**src/rtl/seven_segment_scanner.sv**
```systemverilog
// Time-multiplexed driver for NUM_DIGITS common-anode 7-segment digits on one shared segment bus.
// Shadows a hex word plus blank/dp masks on load, scans digits at a programmable rate.
module seven_segment_scanner #(
  parameter int unsigned NUM_DIGITS     = 4,
  parameter int unsigned REFRESH_DIV    = 1000,
  parameter int unsigned SEG_ACTIVE_LOW = 1
) (
  input  logic                      clk,
  input  logic                      reset,
  input  logic                      load,
  input  logic [4*NUM_DIGITS-1:0]   data,
  input  logic [NUM_DIGITS-1:0]     blank,
  input  logic [NUM_DIGITS-1:0]     dp,
  input  logic                      lz_suppress,
  output logic [6:0]                seg,
  output logic                      seg_dp,
  output logic [NUM_DIGITS-1:0]     digit_en,
  output logic                      scan_tick
);

  localparam int unsigned CNT_W = $clog2(REFRESH_DIV);
  localparam int unsigned IDX_W = (NUM_DIGITS > 1) ? $clog2(NUM_DIGITS) : 1;
  localparam logic [CNT_W-1:0] CNT_LAST = CNT_W'(REFRESH_DIV - 1);
  localparam logic [IDX_W-1:0] IDX_LAST = IDX_W'(NUM_DIGITS - 1);
  localparam logic INV = (SEG_ACTIVE_LOW != 0);

  logic [CNT_W-1:0]        div_cnt_q, div_cnt_d;
  logic [IDX_W-1:0]        idx_q, idx_d;
  logic [4*NUM_DIGITS-1:0] shadow_data_q, shadow_data_d;
  logic [NUM_DIGITS-1:0]   shadow_blank_q, shadow_blank_d;
  logic [NUM_DIGITS-1:0]   shadow_dp_q, shadow_dp_d;
  logic [6:0]              seg_q, seg_d;
  logic                    seg_dp_q, seg_dp_d;
  logic [NUM_DIGITS-1:0]   digit_en_q, digit_en_d;
  logic                    scan_tick_q;
  logic                    wrap;

  logic [3:0]              cur_nib;
  logic                    cur_blank;
  logic                    cur_dp;
  logic                    cur_lz;
  logic                    upper_zero;
  logic [6:0]              seg_hi;
  logic                    dp_hi;
  logic [NUM_DIGITS-1:0]   en_hi;

  function automatic logic [6:0] hex_to_seg(input logic [3:0] nib);
    logic [6:0] s;
    case (nib)
      4'h0: s = 7'b1111110;
      4'h1: s = 7'b0110000;
      4'h2: s = 7'b1101101;
      4'h3: s = 7'b1111001;
      4'h4: s = 7'b0110011;
      4'h5: s = 7'b1011011;
      4'h6: s = 7'b1011111;
      4'h7: s = 7'b1110000;
      4'h8: s = 7'b1111111;
      4'h9: s = 7'b1111011;
      4'hA: s = 7'b1110111;
      4'hB: s = 7'b0011111;
      4'hC: s = 7'b1001110;
      4'hD: s = 7'b0111101;
      4'hE: s = 7'b1001111;
      default: s = 7'b1000111;
    endcase
    return s;
  endfunction

  // Refresh divider, digit index and shadow capture
  always_comb begin
    wrap           = (div_cnt_q == CNT_LAST);
    div_cnt_d      = wrap ? '0 : div_cnt_q + CNT_W'(1);
    idx_d          = idx_q;
    shadow_data_d  = shadow_data_q;
    shadow_blank_d = shadow_blank_q;
    shadow_dp_d    = shadow_dp_q;
    if (wrap) begin
      idx_d = (idx_q == IDX_LAST) ? '0 : idx_q + IDX_W'(1);
    end
    if (load) begin
      shadow_data_d  = data;
      shadow_blank_d = blank;
      shadow_dp_d    = dp;
    end
  end

  // Current-digit select and leading-zero detection, scanning from the most significant digit
  always_comb begin
    cur_nib    = '0;
    cur_blank  = 1'b0;
    cur_dp     = 1'b0;
    cur_lz     = 1'b0;
    upper_zero = 1'b1;
    en_hi      = '0;
    for (int k = NUM_DIGITS - 1; k >= 0; k--) begin
      upper_zero = upper_zero && (shadow_data_q[4*k +: 4] == 4'h0);
      if (IDX_W'(k) == idx_q) begin
        cur_nib   = shadow_data_q[4*k +: 4];
        cur_blank = shadow_blank_q[k];
        cur_dp    = shadow_dp_q[k];
        cur_lz    = lz_suppress && (k != 0) && upper_zero;
        en_hi[k]  = 1'b1;
      end
    end

    seg_hi = hex_to_seg(cur_nib);
    dp_hi  = cur_dp;
    if (cur_blank) begin
      seg_hi = '0;
      dp_hi  = 1'b0;
      en_hi  = '0;
    end else if (cur_lz) begin
      // A suppressed zero keeps its decimal point, so the digit stays enabled only when dp is set
      seg_hi = '0;
      if (!cur_dp) begin
        en_hi = '0;
      end
    end

    seg_d      = seg_hi ^ {7{INV}};
    seg_dp_d   = dp_hi ^ INV;
    digit_en_d = en_hi ^ {NUM_DIGITS{INV}};
  end

  always_ff @(posedge clk or posedge reset) begin
    if (reset) begin
      div_cnt_q      <= '0;
      idx_q          <= '0;
      shadow_data_q  <= '0;
      shadow_blank_q <= '0;
      shadow_dp_q    <= '0;
      seg_q          <= {7{INV}};
      seg_dp_q       <= INV;
      digit_en_q     <= {NUM_DIGITS{INV}};
      scan_tick_q    <= 1'b0;
    end else begin
      div_cnt_q      <= div_cnt_d;
      idx_q          <= idx_d;
      shadow_data_q  <= shadow_data_d;
      shadow_blank_q <= shadow_blank_d;
      shadow_dp_q    <= shadow_dp_d;
      seg_q          <= seg_d;
      seg_dp_q       <= seg_dp_d;
      digit_en_q     <= digit_en_d;
      scan_tick_q    <= wrap;
    end
  end

  assign seg       = seg_q;
  assign seg_dp    = seg_dp_q;
  assign digit_en  = digit_en_q;
  assign scan_tick = scan_tick_q;

endmodule

```
**config.mk**
```make
export PLATFORM = sky130hd
export DESIGN_NAME = seven_segment_scanner
export DESIGN_NICKNAME = d
export VERILOG_FILES = /design/src/rtl/seven_segment_scanner.sv
export SDC_FILE = /design/constraint.sdc
export NUM_CORES = 1
export LEC_CHECK = 0
export ABC_AREA = 1
export CAP_MARGIN = 5
export CORE_ASPECT_RATIO = 1.4
export CORE_MARGIN = 5
export CORE_UTILIZATION = 30
export DETAILED_ROUTE_END_ITERATION = 6
export PLACE_DENSITY = 0.49
export SETUP_SLACK_MARGIN = 0.2
export SKIP_LAST_GASP = 1
export SLEW_MARGIN = 40
export SYNTH_ARGS = -nofsm -noshare
export SYNTH_HDL_FRONTEND = slang
export SYNTH_SLANG_ARGS = --single-unit
```
**constraint.sdc**
```tcl
create_clock -name clk -period 2.5 [get_ports clk]
set_clock_uncertainty 0.2 [all_clocks]
set_input_delay 0.375 -clock clk [delete_from_list [all_inputs] [get_ports clk]]
set_output_delay 0.375 -clock clk [all_outputs]
set_load 0.02 [all_outputs]
```
# After elaboration in Yosys (flattened, before gate mapping)
# Memories as Yosys holds them, arrays and structs flattened.
# Index checks and enable logic that the tools add are counted.
totals:
  ff_bits: 49
  input_bits: 28
  romBits: 112
  memories: 1
  out_inout_bits: 13
  wordCells: 57
memory_table:
  columns: ["name", "depth", "width", "read_ports", "rd_clocked_by_memory_dff", "write_ports", "line", "text"]
  rows:
  - ["(name not given)", 16, 7, 1, 0, 0, "49", "case (nib)"]
op_classes:
  n_eq_ne: 5
  n_bitwise: 3
  addsub: 2
  reduce_logical: 9
  n_mux: 28
op_table:
  columns: ["operator", "count"]
  rows:
  - ["4-bit two-way mux", 7]
  - ["1-bit two-way mux", 17]
  - ["7-bit two-way mux", 2]
  - ["4-bit logical NOT", 3]
  - ["10-bit by 1-bit adder with 10-bit output, second input constant", 1]
  - ["10-bit == test, second input constant", 1]
  - ["10-bit two-way mux", 1]
  - ["7-bit inverter", 1]
  - ["1-bit logical AND", 5]
  - ["2-bit == test, first input constant", 2]
  - ["4-bit inverter", 1]
  - ["2-bit by 1-bit adder with 2-bit output, second input constant", 1]
  - ["1-bit by 2-bit == test with 1-bit output, first input constant", 1]
  - ["2-bit == test, second input constant", 1]
  - ["2-bit logical NOT", 1]
  - ["2-bit two-way mux", 1]
  - ["1-bit inverter", 1]

# Longest topological paths before layout
depth:
  ltp_word: 9
  mapped_depth: 15
  ltp_nobuf: 14

# Worst setup path after synthesis
# Ideal clock, no wire load.
synth_timing:
  path_kind: "register to register"
  from: "register idx_q[0]"
  to: "register seg_q[6] (netlist: seg[6])"
  setup_ns: 0.081
  arrival_time_ns: 1.760
  path_slack_ns: 0.459
  t_required_ns: 2.219
  stages_incl_launch_ff: 16
  period_less_slack_ns: 2.041
  path_buffers: 1
  cell_sequence: "dfrtp_1 inv_1 ha_1 buf_6 inv_4 nand3_1 nand2_1 nand2_1 nand2_1 nand2_1 inv_1 ha_1 inv_1 nand2_1 nand3_1 nand3_2"
synth_via:
  elab_chain_len: 9
  elab_cells_between_ends: 20
  classes_between: "eq/ne: 3; mux: 14; bitwise: 1; reduce/logical: 1; memory: 1"
synth_rtl:
  columns: ["item", "line", "text"]
  rows:
  - ["start: declaration", "28", "logic [IDX_W-1:0] idx_q, idx_d;"]
  - ["start signal: assignment", "139", "idx_q <= idx_d;"]
  - ["2-bit == test", "98", "if (IDX_W'(k) == idx_q) begin"]
  - ["4-bit two-way mux (4 in a row)", "98", null]
  - ["memory 16 x 7 bit", null, null]
  - ["7-bit two-way mux", "113", "end else if (cur_lz) begin"]
  - ["7-bit two-way mux (*)", "109", "if (cur_blank) begin"]
  - ["7-bit inverter (no line) (*)", null, null]
  - ["named net seg_d[6]", "32", "logic [6:0] seg_q, seg_d;"]
  - ["end signal: assignment", "133", "seg_q <= {7{INV}};"]
  - ["end signal: assignment", "143", "seg_q <= seg_d;"]
  - ["end: declaration", "32", null]
# Mark *: on every way through the listed nets, which the timed path passes. The rest lies on a longest branch.
# A chain may end at the register's enable or synchronous reset.

# Worst setup path after layout
layout_timing:
  from: "register idx_q[0]"
  to: "register seg_q[3] (netlist: seg[3])"
# Same word-level chain as after synthesis.

==> impl_metrics.json <==
{
  "die_width_um": 87.8,
  "p_int_mw": 1.51,
  "vias": 1984,
  "cts_sinks": 49,
  "cp_cell_sequence": "inv_2 -> buf_12 -> ha_4 -> a21oi_1 -> nand2_1 -> nand2_2 -> inv_1 -> ha_1 -> inv_1 -> nand2_1 -> nand3_1 -> nand3_2",
  "synth_fp_nets": 320,
  "regToRegStartpoint": "idx_q[0]",
  "drt_iter0_markers": 56,
  "area_delta_synth_final_pct": 31.3,
  "setup_viol_count_final": 0,
  "ys_seq_area_frac": 0.488,
  "clk_latency_ns": 0.28,
  "slew_headroom": 0.664,
  "dp_cells": 421,
  "grt_usage": 0.109,
  "antenna_found_initial": 0,
  "ys_warn_count": 0,
  "p_sw_uw": 462,
  "routedWlPerCell_um": 12.6,
  "cts_tree": "built",
  "met3_length_um": 295,
  "vias_per_cell": 4.57,
  "syn_area_per_cell_um2": 9.05,
  "io_buffers": 40,
  "wirelength_mm": 5.47,
  "fin_area_um2": 3340,
  "required_ns": 2.51,
  "top_layer": "met4",
  "start_kind": "flop",
  "crit_buf_inv": 4,
  "fp-row-count": 39,
  "fin_crit_sh": 0.860,
  "diodes": 0,
  "hold_violations": 0,
  "grt_setup_unrepaired": "false",
  "ys_ff_latch": 49,
  "ant_nets": 0,
  "htreeDepth": 2,
  "ys_types": 33,
  "timing.fmax_ghz": 0.465,
  "seq_power_share": 0.453,
  "crit_slowest_cell": "dfrtp_1",
  "grt_max_degree": 36,
  "drt_pass1_iterations": 4,
  "die_area_um2": 10400,
  "slowest_delay_ns": 0.43,
  "layout.nets": 370,
  "wl_met1_mm": 2.35,
  "tightest_slew_ns": 0.503,
  "core_area_um2": 8250,
  "min_period_ns": 2.15,
  "cp_data_arrival_time_ns": 2.16,
  "cts_inserted_buffers": 5,
  "worstPathMaxFanout": 6,
  "die_h_um": 119,
  "drv_slew": 0,
  "swShare": 0.234,
  "cp-end-kind": "flop",
  "powerDensity_nw_per_um2": 590,
  "gp_congestion": 0.859,
  "grt_pass1_wl_mm": 9.08,
  "synth_cells": 281,
  "root_buffer": "clkbuf_16",
  "status": "complete, no violations",
  "worstSetupStartpoint": "idx_q[0]",
  "stdcell_count": 434,
  "crit_type": "reg2reg",
  "clk_pin_slew_worst_paths_ns": 0.06,
  "pwr-share-comb": 0.154,
  "wl_met2_mm": 2.61,
  "grt_pass1_vias": 2008,
  "route.detailed.drc": 0,
  "drive_gt1_frac": 0.244,
  "ir_drop_v": 0.000342,
  "grt-ovfl-total": 0,
  "maxCapViolCount": 0,
  "dp_hpwl_mm": 4.16,
  "start_util": 0.308,
  "clockBufferDepth": 2,
  "p_leak_nw": 1.57,
  "ios": 41,
  "p_clk_frac": 0.393,
  "tns_ns": 0,
  "hold_path.class": "in2async",
  "placed_cell_area_um2": 3070,
  "synth_area_um2": 2540,
  "path_delay_family": "adder cells"
}
[worst register-to-register path: stages (launching register included)]
cell and delay (ns):
dfrtp_1 0.43, inv_2 0.10, buf_12 0.14, ha_4 0.18, a21oi_1 0.13, nand2_1 0.09, nand2_2 0.13, inv_1 0.10
ha_1 0.28, inv_1 0.05, nand2_1 0.07, nand3_1 0.10, nand3_2 0.07
[power by group through the flow]
| stage | clock network [mW] | registers, mW | logic [mW] |
|---|---|---|---|
| 2_1_floorplan | 0 | 0.926 | 0.156 |
| 3_3_place_gp | 0 | 0.906 | 0.304 |
| 5_1_grt | 0.832 | 0.900 | 0.339 |
| 4_1_cts | 0.800 | 0.893 | 0.305 |
| 6_report | 0.774 | 0.893 | 0.303 |
| 3_5_place_dp | 0 | 0.908 | 0.304 |
[routing by layer]
| metal | vias to the layer above | GRT usage |
|---|---|---|
| met5 | - | 0 |
| met4 | 0 | 0.0518 |
| met3 | 17 | 0.0256 |
| met2 | 56 | 0.178 |
| met1 | 918 | 0.133 |
| li1 | 993 | - |
[layout by cell type, fill, tap and decap left out, drive strengths merged]
master	Yosys	layout
nand2	78	78
clkdlybuf4s50	0	40
inv	39	39
dfrtp	37	37
nand3	27	27
o21ai	18	18
a21oi	16	16
nor2	14	14
mux2	13	13
dfstp	12	12
ha	11	11
buf	6	10
clkbuf	1	7
nor3	2	2
nand4	2	2
o21a	1	1
xor2	1	1
nand3b	1	1
or2	1	1
a22oi	1	1
bufinv	0	1
[timing repair]
item                       4_1_cts  5_1_grt
pin swaps                        0        2
gates cloned                     0        0
hold buffers                     0        0
gates resized for setup          2        7
buffers inserted                 0        5
setup endpoints to repair        6        7
[area by class of cell]
type | count | area (um^2)
fill | 826 | 4910
sequential | 49 | 1240
multi-input combinational | 186 | 1140
timing repair buffer | 50 | 500
inverter | 39 | 151
clock buffer | 7 | 143
tap | 102 | 128
clock inverter | 1 | 30.0
[cells in the mapped netlist]
master	number	area, um^2
nand2_1	68	255
dfrtp_1	37	926
inv_1	31	116
nand3_1	21	105
o21ai_0	15	75.1
a21oi_1	13	65.1
mux2_2	13	146
dfstp_2	12	315
nor2_1	12	45.0
ha_1	11	138
nand2_2	8	50.1
inv_2	6	22.5
nand3_2	6	60.1
o21ai_1	3	15.0
a21oi_2	2	17.5
buf_2	2	10.0
buf_6	2	22.5
inv_4	2	12.5
nand2_4	2	22.5
nor2_2	2	12.5
a21oi_4	1	16.3
a22oi_1	1	7.51
buf_1	1	3.75
buf_4	1	7.51
clkbuf_1	1	3.75
nand3b_1	1	7.51
nand4_1	1	6.26
nand4_2	1	12.5
nor3_1	1	5.00
nor3_2	1	10.0
o21a_4	1	15.0
or2_1	1	6.26
xor2_1	1	8.76
[worst paths after layout]
check / cells past startpoint / to / slack, ns
max: 12 / seg[3] / 0.35
min: 2 / shadow_data_q[2] / 0.25
max reg2reg: 12 / seg[3] / 0.35
min reg2reg: 2 / div_cnt_q[7] / 0.30
max in group asynchronous: 3 / digit_en[3] / 1.28
min in group clk: 2 / div_cnt_q[7] / 0.30
[per-stage QoR]
step / power, mW / hold WS (ns) / worst slack [ns] / util
5_1_grt: 2.07 / 0.300 / 0.192 / 0.405
4_1_cts: 2.00 / 0.263 / 0.203 / 0.394
3_5_place_dp: 1.21 / 0.296 / 0.117 / 0.373
6_report: 1.97 / 0.247 / 0.351 / 0.405
3_3_place_gp: 1.21 / 0.286 / 0.183 / 0.373
2_1_floorplan: 1.08 / 0.258 / 0.459 / -
[logic make-up (layout without fill, tap and decap cells)]
logic type | count (synthesis) | in the layout | share of synthesized area
simple gates | 125 | 125 | 0.235
compound gates | 36 | 36 | 0.0832
xor+xnor | 1 | 1 | 0.00345
flops | 49 | 49 | 0.488
buf+inv | 46 | 97 | 0.0782
fa+ha+maj | 11 | 11 | 0.0541
mux | 13 | 13 | 0.0576
[registers in the layout, summed over array words and instances (netlist names)]
register,flops
seg_dp,1
shadow_blank_q,4
div_cnt_q,10
scan_tick,1
shadow_dp_q,4
shadow_data_q,16
digit_en,4
idx_q,2
seg,7
Power figures use the tool's default switching activity.
